File: config.mk
export PLATFORM = sky130hd
export DESIGN_NAME = ps2_host_ctrl
export DESIGN_NICKNAME = d
export VERILOG_FILES = /design/src/rtl/ps2_host_ctrl.sv
export SDC_FILE = /design/constraint.sdc
export NUM_CORES = 1
export LEC_CHECK = 0
export ABC_AREA = 1
export CAP_MARGIN = 20
export CORE_UTILIZATION = 50
export DETAILED_ROUTE_END_ITERATION = 7
export PLACE_DENSITY = 0.71
export SKIP_CTS_REPAIR_TIMING = 1
export SLEW_MARGIN = 20
export SYNTH_ARGS = -nofsm -noshare
export SYNTH_HDL_FRONTEND = slang
export SYNTH_SLANG_ARGS = --single-unit
File: constraint.sdc
create_clock -name clk6x -period 2.8 [get_ports clk6x]
set_clock_uncertainty 0.2 [all_clocks]
set_input_delay 0.7 -clock clk6x [delete_from_list [all_inputs] [get_ports clk6x]]
set_output_delay 0.7 -clock clk6x [all_outputs]
set_load 0.01 [all_outputs]
File: src/rtl/ps2_host_ctrl.sv
// PS/2 host command sequencer with retry/timeout and an RX scan-code FIFO (first-word fall-through).
// Status pulses and the port send strobe are registered; commands are held off while the port is busy.
module ps2_host_ctrl #(
  parameter int FIFO_DEPTH    = 8,
  parameter int REPLY_TIMEOUT = 20000,
  parameter int MAX_RETRY     = 3,
  parameter int INIT_RESET    = 1
) (
  input  logic       clk6x,
  input  logic       resetn,
  input  logic       ck1us,
  input  logic [7:0] host_cmd_i,
  input  logic       host_cmd_v_i,
  output logic       host_cmd_rdy_o,
  output logic       cmd_done_o,
  output logic       cmd_err_o,
  output logic [7:0] port_cmd_o,
  output logic       port_cmd_v_o,
  input  logic       port_busy_i,
  input  logic       port_acked_i,
  input  logic       port_errd_i,
  input  logic [7:0] port_code_i,
  input  logic       port_code_v_i,
  output logic [7:0] rx_data_o,
  output logic       rx_empty_o,
  input  logic       rx_rd_i,
  output logic       rx_ovf_o,
  input  logic       rx_ovf_clr_i
);

  localparam int AW = (FIFO_DEPTH > 1) ? $clog2(FIFO_DEPTH) : 1;
  localparam int TW = $clog2(REPLY_TIMEOUT + 1);
  localparam int RW = (MAX_RETRY > 0) ? $clog2(MAX_RETRY + 1) : 1;

  typedef enum logic [2:0] {IDLE, ISSUE, WF_TX, WF_REPLY, RETRY} state_e;

  state_e        state_q, state_d;
  logic [7:0]    cmd_q, cmd_d;
  logic [RW-1:0] retry_q, retry_d;
  logic [TW-1:0] timer_q, timer_d;
  logic          init_q, init_d;
  logic          live_q;
  logic [7:0]    port_cmd_q, port_cmd_d;
  logic          port_v_q, port_v_d;
  logic          done_q, done_d;
  logic          err_q, err_d;
  logic [AW:0]   wr_q, wr_d, rd_q, rd_d;
  logic          ovf_q, ovf_d;
  logic [7:0]    mem_q [FIFO_DEPTH];

  logic tmo, consume, push_req, push, pop, full, empty, ovf_evt;

  // Expiry is the strobe that takes the timer from 1 to 0 (or any strobe once already at 0).
  assign tmo = ck1us && (timer_q <= TW'(1));

  always_comb begin
    state_d    = state_q;
    cmd_d      = cmd_q;
    retry_d    = retry_q;
    timer_d    = timer_q;
    init_d     = init_q;
    port_cmd_d = port_cmd_q;
    port_v_d   = 1'b0;
    done_d     = 1'b0;
    err_d      = 1'b0;
    consume    = 1'b0;
    if ((state_q == WF_TX || state_q == WF_REPLY) && ck1us && timer_q != '0)
      timer_d = timer_q - TW'(1);
    case (state_q)
      IDLE: begin
        if (init_q) begin
          cmd_d   = 8'hFF;
          retry_d = '0;
          init_d  = 1'b0;
          state_d = ISSUE;
        end else if (host_cmd_v_i && host_cmd_rdy_o) begin
          cmd_d   = host_cmd_i;
          retry_d = '0;
          state_d = ISSUE;
        end
      end
      ISSUE: begin
        if (!port_busy_i) begin
          port_v_d   = 1'b1;
          port_cmd_d = cmd_q;
          timer_d    = TW'(REPLY_TIMEOUT);
          state_d    = WF_TX;
        end
      end
      WF_TX: begin
        if (port_acked_i) begin
          timer_d = TW'(REPLY_TIMEOUT);
          state_d = WF_REPLY;
        end else if (port_errd_i || tmo) begin
          state_d = RETRY;
        end
      end
      WF_REPLY: begin
        // Any arriving byte beats a same-cycle expiry; ordinary bytes keep waiting.
        if (port_code_v_i && port_code_i == 8'hFA) begin
          consume = 1'b1;
          done_d  = 1'b1;
          state_d = IDLE;
        end else if (port_code_v_i && port_code_i == 8'hFE) begin
          consume = 1'b1;
          state_d = RETRY;
        end else if (!port_code_v_i && tmo) begin
          state_d = RETRY;
        end
      end
      RETRY: begin
        if (retry_q < RW'(MAX_RETRY)) begin
          retry_d = retry_q + RW'(1);
          state_d = ISSUE;
        end else begin
          err_d   = 1'b1;
          state_d = IDLE;
        end
      end
      default: state_d = IDLE;
    endcase
  end

  assign empty    = (wr_q == rd_q);
  assign full     = (wr_q[AW] != rd_q[AW]) && (wr_q[AW-1:0] == rd_q[AW-1:0]);
  assign push_req = port_code_v_i && !consume;
  assign pop      = rx_rd_i && !empty;
  assign push     = push_req && (!full || pop);
  assign ovf_evt  = push_req && !push;
  assign wr_d     = push ? wr_q + 1'b1 : wr_q;
  assign rd_d     = pop ? rd_q + 1'b1 : rd_q;
  assign ovf_d    = ovf_evt || (ovf_q && !rx_ovf_clr_i);

  always_ff @(posedge clk6x or negedge resetn) begin
    if (!resetn) begin
      state_q    <= IDLE;
      cmd_q      <= 8'h00;
      retry_q    <= '0;
      timer_q    <= '0;
      init_q     <= (INIT_RESET != 0);
      live_q     <= 1'b0;
      port_cmd_q <= 8'h00;
      port_v_q   <= 1'b0;
      done_q     <= 1'b0;
      err_q      <= 1'b0;
      wr_q       <= '0;
      rd_q       <= '0;
      ovf_q      <= 1'b0;
    end else begin
      state_q    <= state_d;
      cmd_q      <= cmd_d;
      retry_q    <= retry_d;
      timer_q    <= timer_d;
      init_q     <= init_d;
      live_q     <= 1'b1;
      port_cmd_q <= port_cmd_d;
      port_v_q   <= port_v_d;
      done_q     <= done_d;
      err_q      <= err_d;
      wr_q       <= wr_d;
      rd_q       <= rd_d;
      ovf_q      <= ovf_d;
    end
  end

  always_ff @(posedge clk6x) begin
    if (push) mem_q[wr_q[AW-1:0]] <= port_code_i;
  end

  assign host_cmd_rdy_o = live_q && (state_q == IDLE) && !init_q && !port_busy_i;
  assign cmd_done_o     = done_q;
  assign cmd_err_o      = err_q;
  assign port_cmd_o     = port_cmd_q;
  assign port_cmd_v_o   = port_v_q;
  assign rx_empty_o     = empty;
  assign rx_data_o      = empty ? 8'h00 : mem_q[rd_q[AW-1:0]];
  assign rx_ovf_o       = ovf_q;

endmodule

==> flow_metrics.env <==
export IMPL_status="complete, but fails checks"
export IMPL_violations_in_the_final_reports="negative setup slack"
export IMPL_maximum_number_of_pins_on_one_net_before_global_route_repair=51
export IMPL_synth_top_cells_by_area="edfxtp_1 38%, dfrtp_1 24%, o21ai_0 7.0%"
export IMPL_netlist_instances=517
export IMPL_cp_buffers_inverters=3
export IMPL_num_rows=36
export IMPL_layout_setup_ws_ns=-0.0639
export IMPL_power_density_nw_per_um2=1100
export IMPL_slew_limit_headroom_pct=45.6
export IMPL_power_static_leakage_nw=2.80
export IMPL_post_synth_top_area_fraction_pct=37.8
export IMPL_post_route_util_pct=68.1
export IMPL_max_vdd_ir_drop_mv=0.635
export IMPL_worst_path_max_stage_delay_ns=0.41
export IMPL_cts_max_path_buffers=2
export IMPL_syn_cell_area_um2=5090
export IMPL_setup_violations=7
export IMPL_dp_slack_ns=-0.414
export IMPL_route_detailed_wl_per_inst_um=16.4
export IMPL_synth_area_per_cell_um2=9.84
export IMPL_diodes=0
export IMPL_max_freq_mhz=349
export IMPL_timing_critical_path_required_ns=1.90
export IMPL_full_die_area_um2=10600
export IMPL_die_width_um=103
export IMPL_fp_dieH_um=103
export IMPL_period_minus_slack_ns=2.86
export IMPL_dr_first_iter_drc_count=213
export IMPL_placement_io_buffers=47
export IMPL_path_clk_slew_ns=0.05
export IMPL_drt_pass1_iter_count=5
export IMPL_final_common_cell="nor2_1"
export IMPL_finalNetCount=646
export IMPL_highest_layer="met4"
export IMPL_top_level_ports=48
export IMPL_detail_route_wirelength_met1_mm=5.18
export IMPL_global_route_wire_length_before_repair_mm=19.3
export IMPL_synthesis_yosys_warnings=0
export IMPL_cts_made_buffers=17
export IMPL_wirelength_mm=12.5
export IMPL_drcViolationCount=0
export IMPL_critical_path_endpoint_type="primary output"
export IMPL_netlist_top_cell_by_area="edfxtp_1"
export IMPL_hold_violations=0
export IMPL_core_area_um2=9820
export IMPL_layout_cells_most_common_list="84 x nor2_1, 83 x nand2_1, 64 x edfxtp_1, 59 x o21ai_0, 47 x dfrtp_1"
export IMPL_fin_hold_ws_ns=0.0855
export IMPL_cts_sinks=114
export IMPL_num_vias=4074
export IMPL_ant_nets=0
export IMPL_library_cells_used_by_synthesis=35
export IMPL_path_delay_family="buffers and inverters"
export IMPL_final_period_utilization_pct=102
export IMPL_timing_critical_path_arrival_ns=1.96
export IMPL_cp_cell_sequence="buf_4, buf_6, o21ai_0, o22ai_1, nor2_1, nor2_2, clkbuf_2"
export IMPL_met3WireLength_um=853
export IMPL_routabilityCongestion=0.878
export IMPL_cts_tree="yes"
export IMPL_max_cap_violations=0
export IMPL_detail_route_vias_per_cell=5.36
export IMPL_slowest_stage_cell_crit_path="dfrtp_2"
export IMPL_clk_latency_ns=0.51
export IMPL_crit_path_class="flip-flop to primary output"
export IMPL_crit_path_max_fanout=16
export IMPL_dp_hpwl_mm=8.12
export IMPL_antenna_found_initial=0
export IMPL_worstSetupStartpointType="flip-flop"
export IMPL_number_of_h_tree_branching_levels=4
export IMPL_floorplan_initialDensity_pct=51.8
export IMPL_worst_path_stages=7
export IMPL_root_buffer="clkbuf_8"
export IMPL_max_slew_worst_pin_slew_ns=0.813
export IMPL_fillerInstances=768
export IMPL_slew_viol_final=0
export IMPL_final_layout_size_suffix_gt1_share_pct=18.3
export IMPL_hold_path_class="input port to async pin"
export IMPL_globalRoute_totalOverflow=0
export IMPL_syn_num_nets=549
export IMPL_met2_length_mm=6.22
export IMPL_unrepaired_setup_endpoints_after_global_routing="yes"
export IMPL_flop_and_latch_count_out_of_synthesis=114
export IMPL_rr_worst_depth=9
export IMPL_synth_seq_area_share_pct=62.4
export IMPL_area_growth_pct=31.4
export IMPL_grt_pass1_vias=3978
export IMPL_grt_total_usage_pct=25.0
==> power breakdown <==
part | internal (W) | leakage [nW] | switching, W
Sequential | 0.00219 | 1.19 | 0.000229
Clock | 0.00127 | 0.263 | 0.000687
Combinational | 0.00127 | 1.35 | 0.00172
==> cells by family after synthesis <==
kind of cell             after synthesis  synth area share [%]
AND/OR/NAND/NOR                      220                  18.1
flip-flops                           114                  62.4
AO/OA/AOI/OAI                        105                  11.5
buffers and inverters                 61                  4.72
XOR/XNOR                              10                  1.72
adder cells (fa/ha/maj)                6                  1.48
other                                  1                0.0737
==> cells in the mapped netlist, drive strengths merged <==
cell / instances
clkbuf: 10
buf: 5
or2: 2
o211ai: 2
nand3b: 1
dfstp: 1
nand3: 21
a21boi: 1
nor3b: 2
ha: 6
a211oi: 2
conb: 1
nand4: 5
xnor2: 1
o22ai: 17
a21oi: 7
inv: 46
nand2: 87
nor2: 99
nor3: 3
edfxtp: 64
dfrtp: 49
o21ai: 76
xor2: 9
==> per-layer routing <==
layer / GRT usage [%] / up-vias
li1: - / 1939
met3: 6.92 / 22
met4: 7.91 / 0
met2: 41.6 / 169
met1: 31.8 / 1944
met5: 0 / -
==> area by class of cell <==
cell class | count | area (um2) | area share (%)
clock buffers | 24 | 450 | 6.73
clock inverters | 8 | 86.3 | 1.29
inverters | 46 | 175 | 2.62
multi-input cells | 342 | 1740 | 26.0
flip-flops and latches | 114 | 3180 | 47.5
well taps | 133 | 166 | 2.49
repair buffers | 93 | 896 | 13.4
==> registers in the layout, summed over array words and instances (netlist names) <==
signal / cells
cmd_done_o: 1
cmd_err_o: 1
cmd_q: 8
init_q: 1
live_q: 1
mem_q: 64
port_cmd_o: 8
port_cmd_v_o: 1
rd_q: 4
retry_q: 2
rx_ovf_o: 1
state_q: 3
timer_q: 15
wr_q: 4
==> stage by stage <==
stage | total power [W] | cells | setup TNS [ns] | cell area, um2
global placement | 0.00495 | 716 | -17.68 | 5910
global route | 0.00782 | 760 | -1.63 | 6690
finish | 0.00737 | 760 | -0.263 | 6690
detailed placement | 0.00504 | 716 | -22.29 | 5910
floorplan | 0.00395 | 517 | 0 | 5090
CTS | 0.00702 | 748 | -4.35 | 6440
==> path summary, 6_finish.rpt <==
kind	startpoint	end	slack, ns
hold reg to reg	port_cmd_o[4]	port_cmd_o[4]	0.28
hold / removal	resetn	rd_q[2]	0.09
min in group clk6x	port_cmd_o[4]	port_cmd_o[4]	0.28
setup / recovery	rd_q[1]	rx_data_o[2]	-0.06
max in group asynchronous	resetn	rd_q[0]	1.87
setup reg to reg	rd_q[0]	mem_q[4][3]	0.43
No activity file was read; power rests on OpenSTA's default activity.
